===== config.mk =====
export PLATFORM = sky130hd
export DESIGN_NAME = cnn_stream_driver
export DESIGN_NICKNAME = d
export VERILOG_FILES = /design/src/rtl/cnn_stream_driver.sv
export SDC_FILE = /design/constraint.sdc
export NUM_CORES = 1
export LEC_CHECK = 0
export CORE_MARGIN = 2
export CORE_UTILIZATION = 56
export DETAILED_ROUTE_END_ITERATION = 10
export GPL_TIMING_DRIVEN = 0
export PLACE_DENSITY = 0.79
export SLEW_MARGIN = 20
export SYNTH_ARGS = -nofsm -noshare
export SYNTH_HDL_FRONTEND = slang
export SYNTH_SLANG_ARGS = --single-unit

===== constraint.sdc =====
create_clock -name clk -period 2.6 [get_ports clk]
set_input_delay 0.39 -clock clk [delete_from_list [all_inputs] [get_ports clk]]
set_output_delay 0.39 -clock clk [all_outputs]
set_load 0.01 [all_outputs]

===== src/rtl/cnn_stream_driver.sv =====
// cnn_stream_driver: transmit-side sequencer for the two-layer CNN receiver.
// Holds an image window plus layer-1 and layer-2 filters in local register
// files and, on go, replays them as the cycle-exact layer-1 stream, layer-1
// read window, layer-2 stream and layer-2 read window, then pulses done.
// Ports:
//   clk, rst_n          rising-edge clock, synchronous active-low reset
//   cfg_we/sel/addr/data register-file write port (IDLE only)
//   go                  start request, sampled in IDLE and DONE
//   busy, done          sequence status
//   Start1/Image/Filter1/ReadEn1  layer-1 stream and read enable
//   Start2/Filter2/ReadEn2        layer-2 stream and read enable
module cnn_stream_driver #(
  parameter int unsigned N_TAPS  = 15,
  parameter int unsigned IMG_W   = 4,
  parameter int unsigned F1_W    = 4,
  parameter int unsigned F2_W    = 10,
  parameter int unsigned L1_WAIT = 2,
  parameter int unsigned RD_CYC  = 10
) (
  input  logic              clk,
  input  logic              rst_n,
  input  logic              cfg_we,
  input  logic [1:0]        cfg_sel,
  input  logic [3:0]        cfg_addr,
  input  logic [F2_W-1:0]   cfg_data,
  input  logic              go,
  output logic              busy,
  output logic              done,
  output logic              Start1,
  output logic [IMG_W-1:0]  Image,
  output logic [F1_W-1:0]   Filter1,
  output logic              ReadEn1,
  output logic              Start2,
  output logic [F2_W-1:0]   Filter2,
  output logic              ReadEn2
);

  localparam int unsigned AW    = (N_TAPS > 1) ? $clog2(N_TAPS) : 1;
  localparam int unsigned MAX_A = (N_TAPS > L1_WAIT) ? N_TAPS : L1_WAIT;
  localparam int unsigned MAX_C = (MAX_A > RD_CYC) ? MAX_A : RD_CYC;
  localparam int unsigned CW    = (MAX_C > 1) ? $clog2(MAX_C) : 1;

  typedef enum logic [2:0] {
    S_IDLE    = 3'd0,
    S_L1_STRM = 3'd1,
    S_L1_GAP  = 3'd2,
    S_L1_RD   = 3'd3,
    S_L2_STRM = 3'd4,
    S_L2_GAP  = 3'd5,
    S_L2_RD   = 3'd6,
    S_DONE    = 3'd7
  } state_e;

  state_e            state_q, state_d;
  logic [CW-1:0]     cnt_q, cnt_d;

  logic [IMG_W-1:0]  img_q [N_TAPS];
  logic [F1_W-1:0]   f1_q  [N_TAPS];
  logic [F2_W-1:0]   f2_q  [N_TAPS];

  logic              busy_q, busy_d;
  logic              done_q, done_d;
  logic              start1_q, start1_d;
  logic [IMG_W-1:0]  image_q, image_d;
  logic [F1_W-1:0]   filter1_q, filter1_d;
  logic              re1_q, re1_d;
  logic              start2_q, start2_d;
  logic [F2_W-1:0]   filter2_q, filter2_d;
  logic              re2_q, re2_d;

  logic              cfg_ok;
  logic              last_tap;

  // Writes land only while idle and only inside the tap range.
  assign cfg_ok   = cfg_we && (state_q == S_IDLE) && (32'(cfg_addr) < N_TAPS);
  assign last_tap = (32'(cnt_q) == N_TAPS - 1);

  // Next state and next registered outputs, driven from the current state so
  // each state's outputs appear on the edge after it is entered.
  always_comb begin
    state_d   = state_q;
    cnt_d     = cnt_q;
    busy_d    = 1'b0;
    done_d    = 1'b0;
    start1_d  = 1'b0;
    image_d   = '0;
    filter1_d = '0;
    re1_d     = 1'b0;
    start2_d  = 1'b0;
    filter2_d = '0;
    re2_d     = 1'b0;

    case (state_q)
      S_IDLE: begin
        if (go) begin
          state_d = S_L1_STRM;
          cnt_d   = '0;
        end
      end
      S_L1_STRM: begin
        busy_d    = 1'b1;
        start1_d  = 1'b1;
        image_d   = img_q[AW'(cnt_q)];
        filter1_d = f1_q[AW'(cnt_q)];
        if (last_tap) begin
          cnt_d   = '0;
          state_d = S_L1_GAP;
        end else begin
          cnt_d = cnt_q + CW'(1);
        end
      end
      S_L1_GAP: begin
        busy_d  = 1'b1;
        cnt_d   = '0;
        state_d = S_L1_RD;
      end
      S_L1_RD: begin
        busy_d = 1'b1;
        re1_d  = 1'b1;
        if (32'(cnt_q) == L1_WAIT - 1) begin
          cnt_d   = '0;
          state_d = S_L2_STRM;
        end else begin
          cnt_d = cnt_q + CW'(1);
        end
      end
      S_L2_STRM: begin
        busy_d    = 1'b1;
        re1_d     = 1'b1;
        start2_d  = 1'b1;
        filter2_d = f2_q[AW'(cnt_q)];
        if (last_tap) begin
          cnt_d   = '0;
          state_d = S_L2_GAP;
        end else begin
          cnt_d = cnt_q + CW'(1);
        end
      end
      S_L2_GAP: begin
        busy_d  = 1'b1;
        re1_d   = 1'b1;
        cnt_d   = '0;
        state_d = S_L2_RD;
      end
      S_L2_RD: begin
        busy_d = 1'b1;
        re1_d  = 1'b1;
        re2_d  = 1'b1;
        if (32'(cnt_q) == RD_CYC - 1) begin
          cnt_d   = '0;
          state_d = S_DONE;
        end else begin
          cnt_d = cnt_q + CW'(1);
        end
      end
      S_DONE: begin
        done_d = 1'b1;
        cnt_d  = '0;
        // A go seen here chains straight into the next sequence.
        state_d = go ? S_L1_STRM : S_IDLE;
      end
      default: begin
        state_d = S_IDLE;
        cnt_d   = '0;
      end
    endcase
  end

  // State, outputs and register files.
  always_ff @(posedge clk) begin
    if (!rst_n) begin
      state_q   <= S_IDLE;
      cnt_q     <= '0;
      busy_q    <= 1'b0;
      done_q    <= 1'b0;
      start1_q  <= 1'b0;
      image_q   <= '0;
      filter1_q <= '0;
      re1_q     <= 1'b0;
      start2_q  <= 1'b0;
      filter2_q <= '0;
      re2_q     <= 1'b0;
      for (int i = 0; i < int'(N_TAPS); i++) begin
        img_q[i] <= '0;
        f1_q[i]  <= '0;
        f2_q[i]  <= '0;
      end
    end else begin
      state_q   <= state_d;
      cnt_q     <= cnt_d;
      busy_q    <= busy_d;
      done_q    <= done_d;
      start1_q  <= start1_d;
      image_q   <= image_d;
      filter1_q <= filter1_d;
      re1_q     <= re1_d;
      start2_q  <= start2_d;
      filter2_q <= filter2_d;
      re2_q     <= re2_d;
      if (cfg_ok) begin
        case (cfg_sel)
          2'd0:    img_q[AW'(cfg_addr)] <= cfg_data[IMG_W-1:0];
          2'd1:    f1_q[AW'(cfg_addr)]  <= cfg_data[F1_W-1:0];
          2'd2:    f2_q[AW'(cfg_addr)]  <= cfg_data;
          default: ;
        endcase
      end
    end
  end

  assign busy    = busy_q;
  assign done    = done_q;
  assign Start1  = start1_q;
  assign Image   = image_q;
  assign Filter1 = filter1_q;
  assign ReadEn1 = re1_q;
  assign Start2  = start2_q;
  assign Filter2 = filter2_q;
  assign ReadEn2 = re2_q;

endmodule

### Yosys cells after proc, flatten, opt, wreduce, memory -nomap -nowiden

Memory sizes are Yosys's and may differ from the RTL's. A register that Yosys moved wholly into a read port is not among the register bits.
Cells that the tools add are included.

| word-level totals | value |
|---|---|
| register bits after elaboration | 13 |
| bits in writable memories | 270 |
| bits of input ports | 20 |
| memories kept | 3 |

| cells by class | value |
|---|---|
| equality and inequality tests | 17 |
| magnitude comparators | 1 |
| multiplexer cells | 40 |
| reduce and logical (&&, ||, !) cells | 17 |
| $add $sub $neg | 1 |

Memory list:

| name | words | width | read ports | clocked after memory_dff | write ports | RTL line | text |
|---|---|---|---|---|---|---|---|
| f2_q | 15 | 10 | 1 | 1 | 15 | 59 | `logic [F2_W-1:0] f2_q [N_TAPS];` |
| f1_q | 15 | 4 | 1 | 1 | 15 | 58 | `logic [F1_W-1:0] f1_q [N_TAPS];` |
| img_q | 15 | 4 | 1 | 1 | 15 | 57 | `logic [IMG_W-1:0] img_q [N_TAPS];` |

Operator list:

| cell | count |
|---|---|
| two-way mux 4 bit | 9 |
| one-hot mux 3 bit (8 select lines) | 1 |
| two-way mux 1 bit | 23 |
| one-hot mux 4 bit (5 select lines) | 1 |
| two-way mux 3 bit | 5 |
| equality test 3 bit, second input constant | 4 |
| OR reduction 4 bit | 3 |
| two-way mux 10 bit | 1 |
| != test 2 bit, second input constant | 5 |
| OR reduction 10 bit | 1 |
| equality test 4 bit, second input constant | 2 |
| equality test 3 x 2 -> 1 bit, second input constant | 2 |
| OR reduction 6 bit | 1 |
| AND reduction 5 bit | 1 |
| adder 4 x 1 -> 4 bit, second input constant | 1 |
| equality test 4 x 1 -> 1 bit, second input constant | 1 |
| less-than comparator 4 bit, second input constant | 1 |
| AND reduction 2 bit | 2 |
| equality test 3 x 1 -> 1 bit, second input constant | 1 |
| zero test 1 bit | 3 |
| zero test 3 bit | 1 |
| OR reduction 3 bit | 1 |
| equality test 2 x 1 -> 1 bit, second input constant | 1 |
| equality test 2 bit, second input constant | 1 |
| 3 further kinds | 4 |

### Depth between registers and ports, before layout

| depth | value |
|---|---|
| depth after elaboration | 8 |
| mapped depth | 8 |

### Least setup slack after synthesis

OpenSTA, ideal clock, no wires.

| timing path | value |
|---|---|
| path type | flip-flop to flip-flop |
| from | register state_q[0] |
| to | memory f2_q[7][0], enable pin |
| path slack | 0.039 ns |
| setup time | 0.391 ns |
| period minus slack after synthesis | 2.561 ns |
| cell stages (with the launch flop) | 7 |
| arrival time | 2.170 ns |
| required time | 2.209 ns |
| path through | dfxtp_1 > inv_1 > ha_1 > buf_4 > nand3b_4 > or4b_4 > o21ai_0 |

RTL lines:

| what | RTL line | text |
|---|---|---|
| from (decl) | 54 | `state_e state_q, state_d;` |
| from (signal assigned) | 189 | `state_q <= state_d;` |
| to (decl) | 59 |  |

==> flow_summary.toml <==
[sta]
finalCritPeriodShare_pct = 95.72
max_freq_ghz = 0.4018
maxSlewViolCount = 0
fin_skew_ns = 0.01401
setup_violations = 0
max-slew-margin-rel_pct = 36.90
min_period_ns = 2.489
timing.hold.ws_ns = 0.5085
tightest_slew_ns = 0.9464
finalHoldViolations = 0
setup_slack_ns = 0.1114

[synthesis]
synth_top_family_by_area = "simple AND/OR/NAND/NOR gates"
synth-compound-area-share_pct = 2.226
postSynthCellCount = 1020
ys_ff_latch = 319
synthAdderAreaFrac_pct = 0.6901
syn_area_per_cell_sq_um = 14.22
synthSimpleGateAreaFrac_pct = 18.21
synth-xor-area-share_pct = 0
synth_warnings = 0
ys_seq_area_share_pct = 63.91
synth_flop_cell = "edfxtp_1"
synth-edff-count = 288
async_flop_share_pct = 0
synth_cell_types = 51
synth_area_sq_um = 14500
synthMuxAreaShare_pct = 11.39

[global_routing]
antenna_found_initial = 0
gr-total-overflow = 0
grt_pass1_vias = 9642
grt_pass1_wl_microns = 58430
track_usage_pct = 29.90
grt_start_max_net_pins = 20

[finish]
fin_util_pct = 65.91
fin_nets = 1148
diodes = 0
multi_input_area_sq_um = 4851
area_delta_synth_final_pct = 15.09
drive_gt1_share_pct = 17.10
regArea_sq_um = 9269
instances_no_fill = 1476
nFillCells = 1703

[critical_path]
critical_path_class = "in -> reg"
rr_worst_depth = 5
r2r-start = "cnt_q[1]"
worstPathMaxFanout = 10
critPathCaptureType = "flop"
crit_required_ns = 2.76
rrSetupSlack_ns = 0.11
worstSetupStartpointType = "input pin"
worstPathArrival_ns = 2.65
rr_endpoint = "Filter2[9]"

[clock_network]
insertion_delay_ns = 0.52
ctsHoldBuffers = 0
tritoncts = "done"
path_clk_slew_ns = 0.06
clk_path_buf_depth = 3
htree_levels = 2
clock_sinks = 319
numCtsBuffers = 34
clock-root-buffer = "clkbuf_16"

[floorplanning]
die_area_sq_um = 27200
die_w_microns = 164.9
rows = 58
die_h_microns = 164.9
io_pins = 44
initial_utilization_pct = 57.27
design.core.area_sq_um = 25330

[place]
pre_cts_ws_ns = -0.5437
dpl.hpwl_microns = 27190
gp_congestion = 0.9143
io_buffers = 42
place_inst = 1410

[power]
p_leak_nw = 6.692
vdd_drop_max_v = 0.0005831
power_density_nw_per_um2 = 781.4

[detailed_routing]
viasPerCell = 6.593
post-route-drc-count = 0
drtAntennaViolNets = 0
dr.pass1.iters = 5
wl_microns = 39380
vias = 9731
dr.first_iter.drc_count = 1659
post_drt_wl_per_cell_microns = 26.68

[min_path]
holdPathStages = 2
worstHoldStart = "state_q[0]"
hold_class = "reg -> reg"
whs_endpoint = "state_q[0]"

[outcome]
run_status = "completed"

[flow_run]
max_cap_violations = 0
cell usage after synthesis (2+ instances only):
| library cell | instances | share of area, % |
|---|---|---|
| nor2_4 | 2 | 0.16 |
| a21oi_1 | 4 | 0.14 |
| buf_4 | 2 | 0.10 |
| nand3b_1 | 2 | 0.10 |
| mux2i_1 | 3 | 0.21 |
| mux4_2 | 72 | 11 |
| nand2_1 | 77 | 2.0 |
| dfxtp_1 | 31 | 4.3 |
| a22oi_1 | 18 | 0.93 |
| nor2_1 | 14 | 0.36 |
| nand3_1 | 35 | 1.2 |
| o21ai_0 | 9 | 0.31 |
| o31ai_1 | 2 | 0.10 |
| clkbuf_1 | 78 | 2.0 |
| nor3_1 | 3 | 0.10 |
| inv_1 | 15 | 0.39 |
| clkbuf_2 | 3 | 0.10 |
| nand4_1 | 10 | 0.43 |
| buf_2 | 19 | 0.66 |
| nand2b_1 | 6 | 0.26 |
| buf_6 | 3 | 0.23 |
| and2_1 | 54 | 2.3 |
| nor3_2 | 8 | 0.55 |
| nor3b_2 | 4 | 0.35 |
| nor2b_1 | 2 | 0.086 |
| ha_1 | 8 | 0.69 |
| and3_1 | 218 | 9.4 |
| o211ai_1 | 8 | 0.41 |
| edfxtp_1 | 288 | 60 |
worst max path at each step:
stage,from,end,slack (ns),depth (start not counted)
after floorplan,state_q[0],f2_q[7][0],0.04,6
after global placement,cfg_addr[0],f2_q[7][4],-0.80,4
after detailed placement,cfg_addr[3],f2_q[12][4],-0.54,6
after CTS,state_q[0],f1_q[7][0],0.07,6
after global routing,state_q[0],img_q[11][3],-0.006,7
final,cfg_sel[0],f2_q[2][1],0.11,6
flip-flops by register name, summed over array words and instances, names as in the netlist:
signal   cells
f1_q        64
Start2       1
ReadEn1      1
state_q      3
cnt_q        4
Image        4
img_q       64
busy         1
done         1
f2_q       160
ReadEn2      1
Filter2     10
Filter1      4
Start1       1
stage by stage:
step | instance area, sq um | setup TNS (ns) | total power, W
after global routing | 16690 | -0.02113 | 0.01335
after floorplan | 14570 | 0 | 0.007293
after global placement | 15400 | -72.61 | 0.007897
after detailed placement | 15410 | -66.14 | 0.007955
after CTS | 16630 | 0 | 0.01296
final | 16690 | 0 | 0.01304
placed cells by master, fill, tap and decap left out, drive strengths merged, types with 10 or more instances in the layout:
cell type | synthesis | routed
edfxtp | 288 | 288
and3 | 218 | 218
clkbuf | 81 | 132
nand2 | 78 | 78
mux4 | 72 | 72
and2 | 54 | 54
clkdlybuf4s50 | 0 | 42
nand3 | 35 | 35
dfxtp | 31 | 31
buf | 25 | 30
a22oi | 18 | 18
conb | 1 | 18
nor2 | 17 | 17
inv | 15 | 15
nor3 | 11 | 11
nand4 | 10 | 10
area by class of cell:
class	instances	area share (%)
repair buffers	48	2.788
inverters	16	0.3598
multi-input cells	596	29.06
clock inverters	11	0.9519
plain buffers	105	2.736
clock buffers	51	6.101
well taps	330	2.474
flip-flops and latches	319	55.53
cell families after synthesis:
| logic type | after synthesis |
|---|---|
| AND/OR/NAND/NOR | 448 |
| flip-flops | 319 |
| buffers and inverters | 122 |
| adder cells (fa/ha/maj) | 8 |
| other | 1 |
| multiplexers | 75 |
| AO/OA/AOI/OAI | 47 |
what timing repair did:
item                       CTS  global route
buffers inserted             0             5
resized for setup           15            13
setup endpoints to repair  156           122
pin swaps                    0             2
power breakdown:
part / switching [W] / internal [W] / leakage, nW / total (W)
logic: 0.00122 / 0.000819 / 2.91 / 0.00204
clock network: 0.00199 / 0.00311 / 0.571 / 0.00510
registers: 0.0000929 / 0.00580 / 3.21 / 0.00590
per-layer routing:
| layer | up-vias | GRT usage [%] | routed length, microns |
|---|---|---|---|
| li1 | 4072 | - | - |
| met1 | 4772 | 40.10 | 14140 |
| met2 | 762 | 48.29 | 18900 |
| met3 | 125 | 8.036 | 5207 |
| met4 | 0 | 9.249 | 1131 |
| met5 | - | 0 | 0 |
critical path: stages:
cell             delay, ns
clkdlybuf4s50_1       0.49
nand3b_2              0.45
nor2_1                0.54
buf_2                 0.35
nand2_1               0.08
nand2_1               0.34
No activity file was read; power rests on OpenSTA's default activity.
